$ cat src/rtl/gray_preproc.sv
// RGB565 -> 8/4-bit luma pipeline (3-cycle latency) with de/x/y carried alongside,
// plus per-frame average-luma metering over a centred 512x256 window.
module gray_preproc #(
  parameter int IMG_WIDTH  = 640,
  parameter int IMG_HEIGHT = 480,
  parameter int WIN_X0     = 64,
  parameter int WIN_Y0     = 112
) (
  input  logic        clk,
  input  logic        reset,
  input  logic [15:0] i_rgb565,
  input  logic        i_de,
  input  logic [9:0]  i_x,
  input  logic [8:0]  i_y,
  output logic [3:0]  o_gray,
  output logic        o_de,
  output logic [9:0]  o_x,
  output logic [8:0]  o_y,
  output logic [7:0]  o_luma8,
  output logic [3:0]  o_frame_avg,
  output logic        o_avg_valid
);

  localparam int WIN_W = 512;
  localparam int WIN_H = 256;

  localparam logic [31:0] WX_LO = WIN_X0;
  localparam logic [31:0] WX_HI = WIN_X0 + WIN_W;
  localparam logic [31:0] WY_LO = WIN_Y0;
  localparam logic [31:0] WY_HI = WIN_Y0 + WIN_H;
  localparam logic [9:0]  X_LAST = 10'(IMG_WIDTH - 1);
  localparam logic [8:0]  Y_LAST = 9'(IMG_HEIGHT - 1);

  logic [7:0]  s1_r, s1_g, s1_b;
  logic        s1_de;
  logic [9:0]  s1_x;
  logic [8:0]  s1_y;

  logic [15:0] s2_pr, s2_pg, s2_pb;
  logic        s2_de;
  logic [9:0]  s2_x;
  logic [8:0]  s2_y;

  logic [7:0]  luma;

  logic [24:0] acc;
  logic [24:0] acc_next;
  logic        frame_active;
  logic        in_win;
  logic        sample;
  logic        frame_start;
  logic        frame_end;
  logic [31:0] x_ext;
  logic [31:0] y_ext;

  // Stage 1: widen channels to 8 bits by replicating the MSBs into the LSBs
  always_ff @(posedge clk or posedge reset) begin
    if (reset) begin
      s1_r  <= '0;
      s1_g  <= '0;
      s1_b  <= '0;
      s1_de <= 1'b0;
      s1_x  <= '0;
      s1_y  <= '0;
    end else begin
      s1_r  <= {i_rgb565[15:11], i_rgb565[15:13]};
      s1_g  <= {i_rgb565[10:5],  i_rgb565[10:9]};
      s1_b  <= {i_rgb565[4:0],   i_rgb565[4:2]};
      s1_de <= i_de;
      s1_x  <= i_x;
      s1_y  <= i_y;
    end
  end

  // Stage 2: BT.601-style weights scaled to 256 (77 + 150 + 29)
  always_ff @(posedge clk or posedge reset) begin
    if (reset) begin
      s2_pr <= '0;
      s2_pg <= '0;
      s2_pb <= '0;
      s2_de <= 1'b0;
      s2_x  <= '0;
      s2_y  <= '0;
    end else begin
      s2_pr <= {8'd0, s1_r} * 16'd77;
      s2_pg <= {8'd0, s1_g} * 16'd150;
      s2_pb <= {8'd0, s1_b} * 16'd29;
      s2_de <= s1_de;
      s2_x  <= s1_x;
      s2_y  <= s1_y;
    end
  end

  // Weights sum to 256, so the total never exceeds 16 bits
  assign luma = 8'((s2_pr + s2_pg + s2_pb) >> 8);

  always_ff @(posedge clk or posedge reset) begin
    if (reset) begin
      o_luma8 <= '0;
      o_gray  <= '0;
      o_de    <= 1'b0;
      o_x     <= '0;
      o_y     <= '0;
    end else begin
      o_luma8 <= s2_de ? luma : 8'd0;
      o_gray  <= s2_de ? luma[7:4] : 4'd0;
      o_de    <= s2_de;
      o_x     <= s2_x;
      o_y     <= s2_y;
    end
  end

  // Metering observes the stage-3 outputs so it sees exactly what downstream sees
  assign x_ext       = {22'd0, o_x};
  assign y_ext       = {23'd0, o_y};
  assign in_win      = (x_ext >= WX_LO) && (x_ext < WX_HI) &&
                       (y_ext >= WY_LO) && (y_ext < WY_HI);
  assign sample      = o_de && in_win;
  assign frame_start = o_de && (o_x == 10'd0) && (o_y == 9'd0);
  assign frame_end   = o_de && (o_x == X_LAST) && (o_y == Y_LAST);

  always_comb begin
    acc_next = acc;
    if (frame_start) begin
      acc_next = sample ? {17'd0, o_luma8} : 25'd0;
    end else if (frame_active && sample) begin
      acc_next = acc + {17'd0, o_luma8};
    end
  end

  // Only a frame whose start was seen may publish; acc freezes after its end
  always_ff @(posedge clk or posedge reset) begin
    if (reset) begin
      acc          <= '0;
      frame_active <= 1'b0;
      o_frame_avg  <= '0;
      o_avg_valid  <= 1'b0;
    end else begin
      acc         <= acc_next;
      o_avg_valid <= 1'b0;
      if (frame_end && (frame_active || frame_start)) begin
        o_frame_avg  <= acc_next[24:21];
        o_avg_valid  <= 1'b1;
        frame_active <= 1'b0;
      end else if (frame_start) begin
        frame_active <= 1'b1;
      end
    end
  end

endmodule

$ cat config.mk
export PLATFORM = sky130hd
export DESIGN_NAME = gray_preproc
export DESIGN_NICKNAME = d
export VERILOG_FILES = /design/src/rtl/gray_preproc.sv
export SDC_FILE = /design/constraint.sdc
export NUM_CORES = 1
export LEC_CHECK = 0
export ABC_AREA = 0
export CORE_ASPECT_RATIO = 1.2
export CORE_MARGIN = 3
export CORE_UTILIZATION = 64
export CTS_BUF_LIST = sky130_fd_sc_hd__clkbuf_16
export DETAILED_ROUTE_END_ITERATION = 8
export DONT_BUFFER_PORTS = 1
export GPL_TIMING_DRIVEN = 0
export MAX_ROUTING_LAYER = met4
export PLACE_DENSITY_LB_ADDON = 0.12
export SYNTH_ARGS = -nofsm -noshare
export SYNTH_HDL_FRONTEND = slang
export SYNTH_SLANG_ARGS = --single-unit
$ cat constraint.sdc
create_clock -name clk -period 5.55 [get_ports clk]
set_input_delay 0.8325 -clock clk [delete_from_list [all_inputs] [get_ports clk]]
set_output_delay 0.8325 -clock clk [all_outputs]
set_load 0.005 [all_outputs]
Word-level counts from Yosys, hierarchy flattened --
Index checks and enable logic that the tools add are counted. W data, S select, Z words.
Cells by class: reduce and logical (&&, ||, !) cells 15, eq/ne operators 2, add/subtract/negate cells 3, multipliers 3, order comparisons 4, muxes and demuxes 8
Operators by type and width (count):
- $mux W25 | 2
- $mul A8 B7 Y15 const B | 2
- $add A25 B8 Y25 | 1
- $add A15 B16 Y16 | 1
- $add A16 B13 Y16 | 1
- $mux W8 | 2
- $mul A8 B5 Y13 const B | 1
- $eq A10 B10 Y1 const B | 1
- $ge A10 B7 Y1 const B | 1
- $logic_and A1 B1 Y1 | 10
- $logic_not A10 Y1 | 1
- $lt A10 B10 Y1 const B | 1
- $eq A9 B9 Y1 const B | 1
- $ge A9 B7 Y1 const B | 1
- $logic_not A9 Y1 | 1
- $lt A9 B9 Y1 const B | 1
- $mux W4 | 1
- $reduce_bool A2 Y1 | 2
- $mux W1 | 3
- $logic_or A1 B1 Y1 | 1
Word-level totals: bits of input ports 38, output and inout bits 37, register bits 170, logic and storage cells 57

Logic depth before layout (Yosys ltp) --
word-level depth 8, mapped depth 13

Worst setup path before layout --
No wires, ideal clock.
path kind register to register, from reg s1_g[6], to reg s2_pg[14], path buffers 0, arrival 3.518 ns, cell stages (with the launch flop) 14, required time 5.470 ns, slack 1.952 ns, cells stage by stage dfrtp_1 > ha_1 > ha_1 > inv_1 > fa_1 > inv_1 > fa_1 > ha_1 > o21ai_0 > nor2_1 > a2111oi_0 > o41ai_1 > a21oi_1 > xnor2_1
Between the ends: word-level cells in the longest chain between the ends 1
RTL lines:
- from (decl) | line 34 | logic [7:0] s1_r, s1_g, s1_b;
- from (signal assigned) | line 67 | s1_g <= {i_rgb565[10:5], i_rgb565[10:9]};
- $mul A8 B7 Y15 | line 86 | s2_pg <= {8'd0, s1_g} * 16'd150;
- to (signal assigned) | line 86
- to (decl) | line 39 | logic [15:0] s2_pr, s2_pg, s2_pb;
No other way between the ends. A chain may end at the register's enable or synchronous reset.

Worst setup path in the final report --
Same ends and word-level chain as after synthesis.

==> results summary <==
Broken down by cell family, the worst path's largest delay share belongs to adder cells. The number of gates resized after CTS came out at 0. In this run the critical register-to-register path is launched from s1_g[6]$_DFF_PP0_.

The total grt overflow came out at 0. The post-detailed-placement cell area is ~0.0089 mm2. The synthesized area is approximately 0.0086 mm2. The TritonCTS clock tree is yes. The worst-path maximum fanout came out at 8. The count of warnings emitted by yosys came out at 0. The count of flip-flops with a built-in enable after synthesis came out at 0. The analysis attributes to cell leakage a power of ~4.5 nW. The first TritonRoute pass finished after 4 iterations. The fill cell total of the finished layout came out at just over 800. The headroom to the max-slew limit came out at 58.45%. The final net count came out at about 930. The floorplan has 45 rows. The combined global-route utilization of all metal layers came out at approximately a quarter.

The sink count of the clock tree came out at about 160. The synthesized design contains between 150 and 200 register bits. The number of library cell types mapped by synthesis is 60. The antenna violation net count after detailed routing is 0. The part of the Yosys area used for sequential elements is a little under half. After detailed routing, the average wire length per cell comes to between 15 and 20 um. The critical path goes through ha_1, ha_1, inv_1, fa_1, inv_1, fa_1, ha_1, nor3_1, o211ai_1, a2111oi_0, o41ai_1, a21oi_1, xnor2_1. The register cell area after layout is slightly below 0.004 mm2.

The number of buffers and inverters on the critical path came out at 2. The total number of vias is 5,261. The die is 112.0 um wide. The number of pins with negative max-slew slack in the final report is 0.

When the netlist entered floorplanning its net count stood at a little over 900. The buffer levels on the longest clock path is 2. The clock reaches the later pin of the worst-skew pair after between 0.4 and 0.5 ns. From synthesis to final layout, the design area changed by 9.455%. The worst-case IR drop observed on VDD is about 0.25 mV. Setup repair after global routing left no endpoint under its margin. The sum of net half-perimeters after detailed placement is 12.06 mm. The die is ~130 um tall. The overall die area came out at approximately 0.015 mm2. The worst path uses 72.43% of the clock period.

In this design, the stage delay of the slowest critical-path cell is roughly 0.60 ns. The count of buffers from port buffering is 0. The tightest min-delay check is of the primary input to asynchronous set/reset pin type.

The number of cell instances on the worst register-to-register path is 13. The total detailed-routing wirelength is 16.08 mm. The most numerous cell type found on the critical path is sky130_fd_sc_hd__ha_1. The worst path arrival time is roughly 4.4 ns. The worst register-to-register path has a setup slack of between 1.5 and 2 ns. The number of design rule violations left after detail routing is 0. At the worst endpoint, the required time is 5.90 ns. By startpoint and endpoint, the worst setup path is classified as flop to flop. In the final layout, the share of cells above drive strength 1 is 8.725%.

The share of the core filled with cells in the final layout is 73.25%. Setup violations remaining at the end of the flow were counted as 0. The starting DRC count in detailed routing is 279. In this run the critical register-to-register path is captured at s2_pg[14]$_DFF_PP0_. The floorplan core area is roughly 0.013 mm2. The slew at the pin closest to its max-slew limit came out at just over 0.6 ns. The detail-routed via count per cell is between 5 and 6.

The post-CTS setup buffer count came out at 0. The instance count of the mapped netlist came out at 712. The final hold violation count came to 0.

The H-tree was split into 4 levels. The count of hold buffers inserted by post-cts repair is 0. The maximum frequency from static timing analysis is 0.2488 GHz. The worst clock skew is around 0.012 ns. For this configuration, the core starts out at a cell density of 66.92%. The top-level I/O count came out at 75. Across the run, the number of max-cap violations was 0. The slowest stage of the critical path is the sky130_fd_sc_hd__a2111oi_0 cell. The tree is rooted in a sky130_fd_sc_hd__clkbuf_16.

Clock tree synthesis inserted a total of 17 buffers. The area of combinational cells with multiple inputs came out at 0.004337 mm2. In this run the mean area of a mapped cell was roughly 12 um2. The worst setup path is launched from a flop. The CTS clock-pin slew for the worst setup and hold paths is about 0.070 ns. The global-route wire length before repair came out at about 27 mm. The final non-filler cell area is 0.009444 mm2. The minimum period implied by the final worst setup slack came out at 4.020 ns. The most used flip-flop cell after synthesis is sky130_fd_sc_hd__dfrtp_1. The number of antenna violations at the first check in global routing came out at 1. The number of global-route vias before repair is between 5,000 and 6,000. The worst setup path is captured at a flop. The final weighted congestion in routability-driven placement is 0.8857. Counting flops with an async set or reset pin after synthesis yields a share of between 90% and 100%.

The pin count of the biggest net entering global routing is 95. The run finished with clean final reports. For this design the ratio of total power to cell area is 464.5 mW/mm2.
-- how the worst max path moves through the flow --
| stage | endpoint | start | depth (start not counted) |
|---|---|---|---|
| final | s2_pg[14]$_DFF_PP0_ | s1_g[6]$_DFF_PP0_ | 13 |
| after global routing | s2_pg[14]$_DFF_PP0_ | s1_g[6]$_DFF_PP0_ | 13 |
| after CTS | s2_pg[14]$_DFF_PP0_ | s1_g[6]$_DFF_PP0_ | 13 |
| after detailed placement | s2_pg[14]$_DFF_PP0_ | s1_g[6]$_DFF_PP0_ | 13 |
| after global placement | s1_g[4]$_DFF_PP0_ | reset | 1 |
| after floorplan | acc[0]$_DFFE_PP0P_ | reset | 1 |
-- metal layers --
layer | wire length [um] | global-route usage, % | vias to the layer above
met5 | 0 | - | -
met4 | 365 | 7.949 | 0
met3 | 478 | 5.270 | 30
met2 | 8995 | 43.00 | 95
met1 | 6243 | 25.68 | 2646
li1 | - | - | 2490
-- sequential cells by signal (all words and copies together), names as in the netlist --
name / cells
acc: 25
frame_active: 1
o_avg_valid: 1
o_de: 1
o_frame_avg: 4
o_gray: 1
o_luma8: 7
o_x: 10
o_y: 9
s1_b: 5
s1_de: 1
s1_g: 6
s1_r: 5
s1_x: 10
s1_y: 9
s2_de: 1
s2_pb: 13
s2_pg: 15
s2_pr: 15
s2_x: 10
s2_y: 9
-- synth_stat cells, drive strengths merged (4+ instances only) --
library cell / instances / area [um2]
nand3: 18 / 90.09
nor2b: 7 / 43.79
xnor2: 36 / 315.3
o31a: 4 / 35.03
mux2: 4 / 45.04
nor2: 38 / 147.6
ha: 119 / 1489
nand2: 30 / 112.6
buf: 5 / 41.29
o21ai: 25 / 128.9
fa: 38 / 760.7
xor2: 14 / 122.6
and3: 4 / 25.02
nor3: 20 / 162.7
a21oi: 22 / 110.1
a211oi: 4 / 42.54
nand4: 9 / 71.32
o21a: 4 / 30.03
or3: 6 / 37.54
and2: 6 / 37.54
o211ai: 6 / 45.04
dfrtp: 158 / 3954
a21o: 7 / 52.55
nor4: 9 / 75.08
inv: 77 / 289.0
-- worst register-to-register path: stages (launching register included) --
cell	delay, ns
sky130_fd_sc_hd__dfrtp_1	0.51
sky130_fd_sc_hd__ha_1	0.35
sky130_fd_sc_hd__ha_1	0.27
sky130_fd_sc_hd__inv_1	0.05
sky130_fd_sc_hd__fa_1	0.53
sky130_fd_sc_hd__inv_1	0.05
sky130_fd_sc_hd__fa_1	0.46
sky130_fd_sc_hd__ha_1	0.26
sky130_fd_sc_hd__nor3_1	0.20
sky130_fd_sc_hd__o211ai_1	0.16
sky130_fd_sc_hd__a2111oi_0	0.60
sky130_fd_sc_hd__o41ai_1	0.17
sky130_fd_sc_hd__a21oi_1	0.20
sky130_fd_sc_hd__xnor2_1	0.13
-- cell type report --
| cell class | count | area share (%) |
|---|---|---|
| Buffer | 7 | 0.5167 |
| Clock inverter | 15 | 1.590 |
| Timing Repair Buffer | 1 | 0.2915 |
| Antenna cell | 1 | 0.02650 |
| Sequential cell | 158 | 41.87 |
| Clock buffer | 17 | 4.505 |
| Tap cell | 164 | 2.173 |
| Inverter | 77 | 3.113 |
| Multi-Input combinational cell | 470 | 45.92 |
-- where the power goes --
group | switching, mW | internal, mW | leakage, nW
registers | 0.126 | 1.33 | 1.93
clock network | 0.498 | 0.632 | 0.285
logic | 0.972 | 0.829 | 2.33
-- kinds of logic after synthesis --
| logic type | synth area share (%) |
|---|---|
| AO/OA/AOI/OAI | 7.120 |
| XOR/XNOR | 5.075 |
| adder cells (fa/ha/maj) | 26.07 |
| buffers and inverters | 3.915 |
| flip-flops | 45.82 |
| multiplexers | 0.6380 |
| AND/OR/NAND/NOR | 11.35 |
-- per-stage QoR --
| step | setup slack [ns] | cells | total power, mW | TNS [ns] | hold slack, ns |
|---|---|---|---|---|---|
| 2_1_floorplan | 0.4543 | 712 | 2.853 | 0 | 0.3312 |
| 3_3_place_gp | -0.8227 | 876 | 3.150 | -127.77 | 0.3318 |
| 3_5_place_dp | 1.601 | 877 | 3.251 | 0 | 0.3347 |
| 4_1_cts | 1.560 | 909 | 4.419 | 0 | 0.3487 |
| 5_1_grt | 1.277 | 910 | 4.722 | 0 | 0.3495 |
| 6_report | 1.530 | 910 | 4.387 | 0 | 0.3461 |
-- cell usage in the layout, fill, tap and decap left out, types with 5 or more instances in the layout --
cell	n
sky130_fd_sc_hd__clkbuf_16	17
sky130_fd_sc_hd__nand3_1	18
sky130_fd_sc_hd__xnor2_1	36
sky130_fd_sc_hd__dfrtp_1	158
sky130_fd_sc_hd__nor2_1	36
sky130_fd_sc_hd__inv_1	78
sky130_fd_sc_hd__o21ai_0	19
sky130_fd_sc_hd__nor2b_1	7
sky130_fd_sc_hd__nor3_1	10
sky130_fd_sc_hd__a21o_1	7
sky130_fd_sc_hd__nor4_1	6
sky130_fd_sc_hd__nand4_1	8
sky130_fd_sc_hd__inv_6	5
sky130_fd_sc_hd__nand2_1	30
sky130_fd_sc_hd__and2_1	6
sky130_fd_sc_hd__o21ai_1	5
sky130_fd_sc_hd__o211ai_1	6
sky130_fd_sc_hd__fa_1	38
sky130_fd_sc_hd__xor2_1	14
sky130_fd_sc_hd__a21oi_1	22
sky130_fd_sc_hd__nor3_2	8
sky130_fd_sc_hd__or3_1	6
sky130_fd_sc_hd__ha_1	119
(Power assumes the default switching activity.)
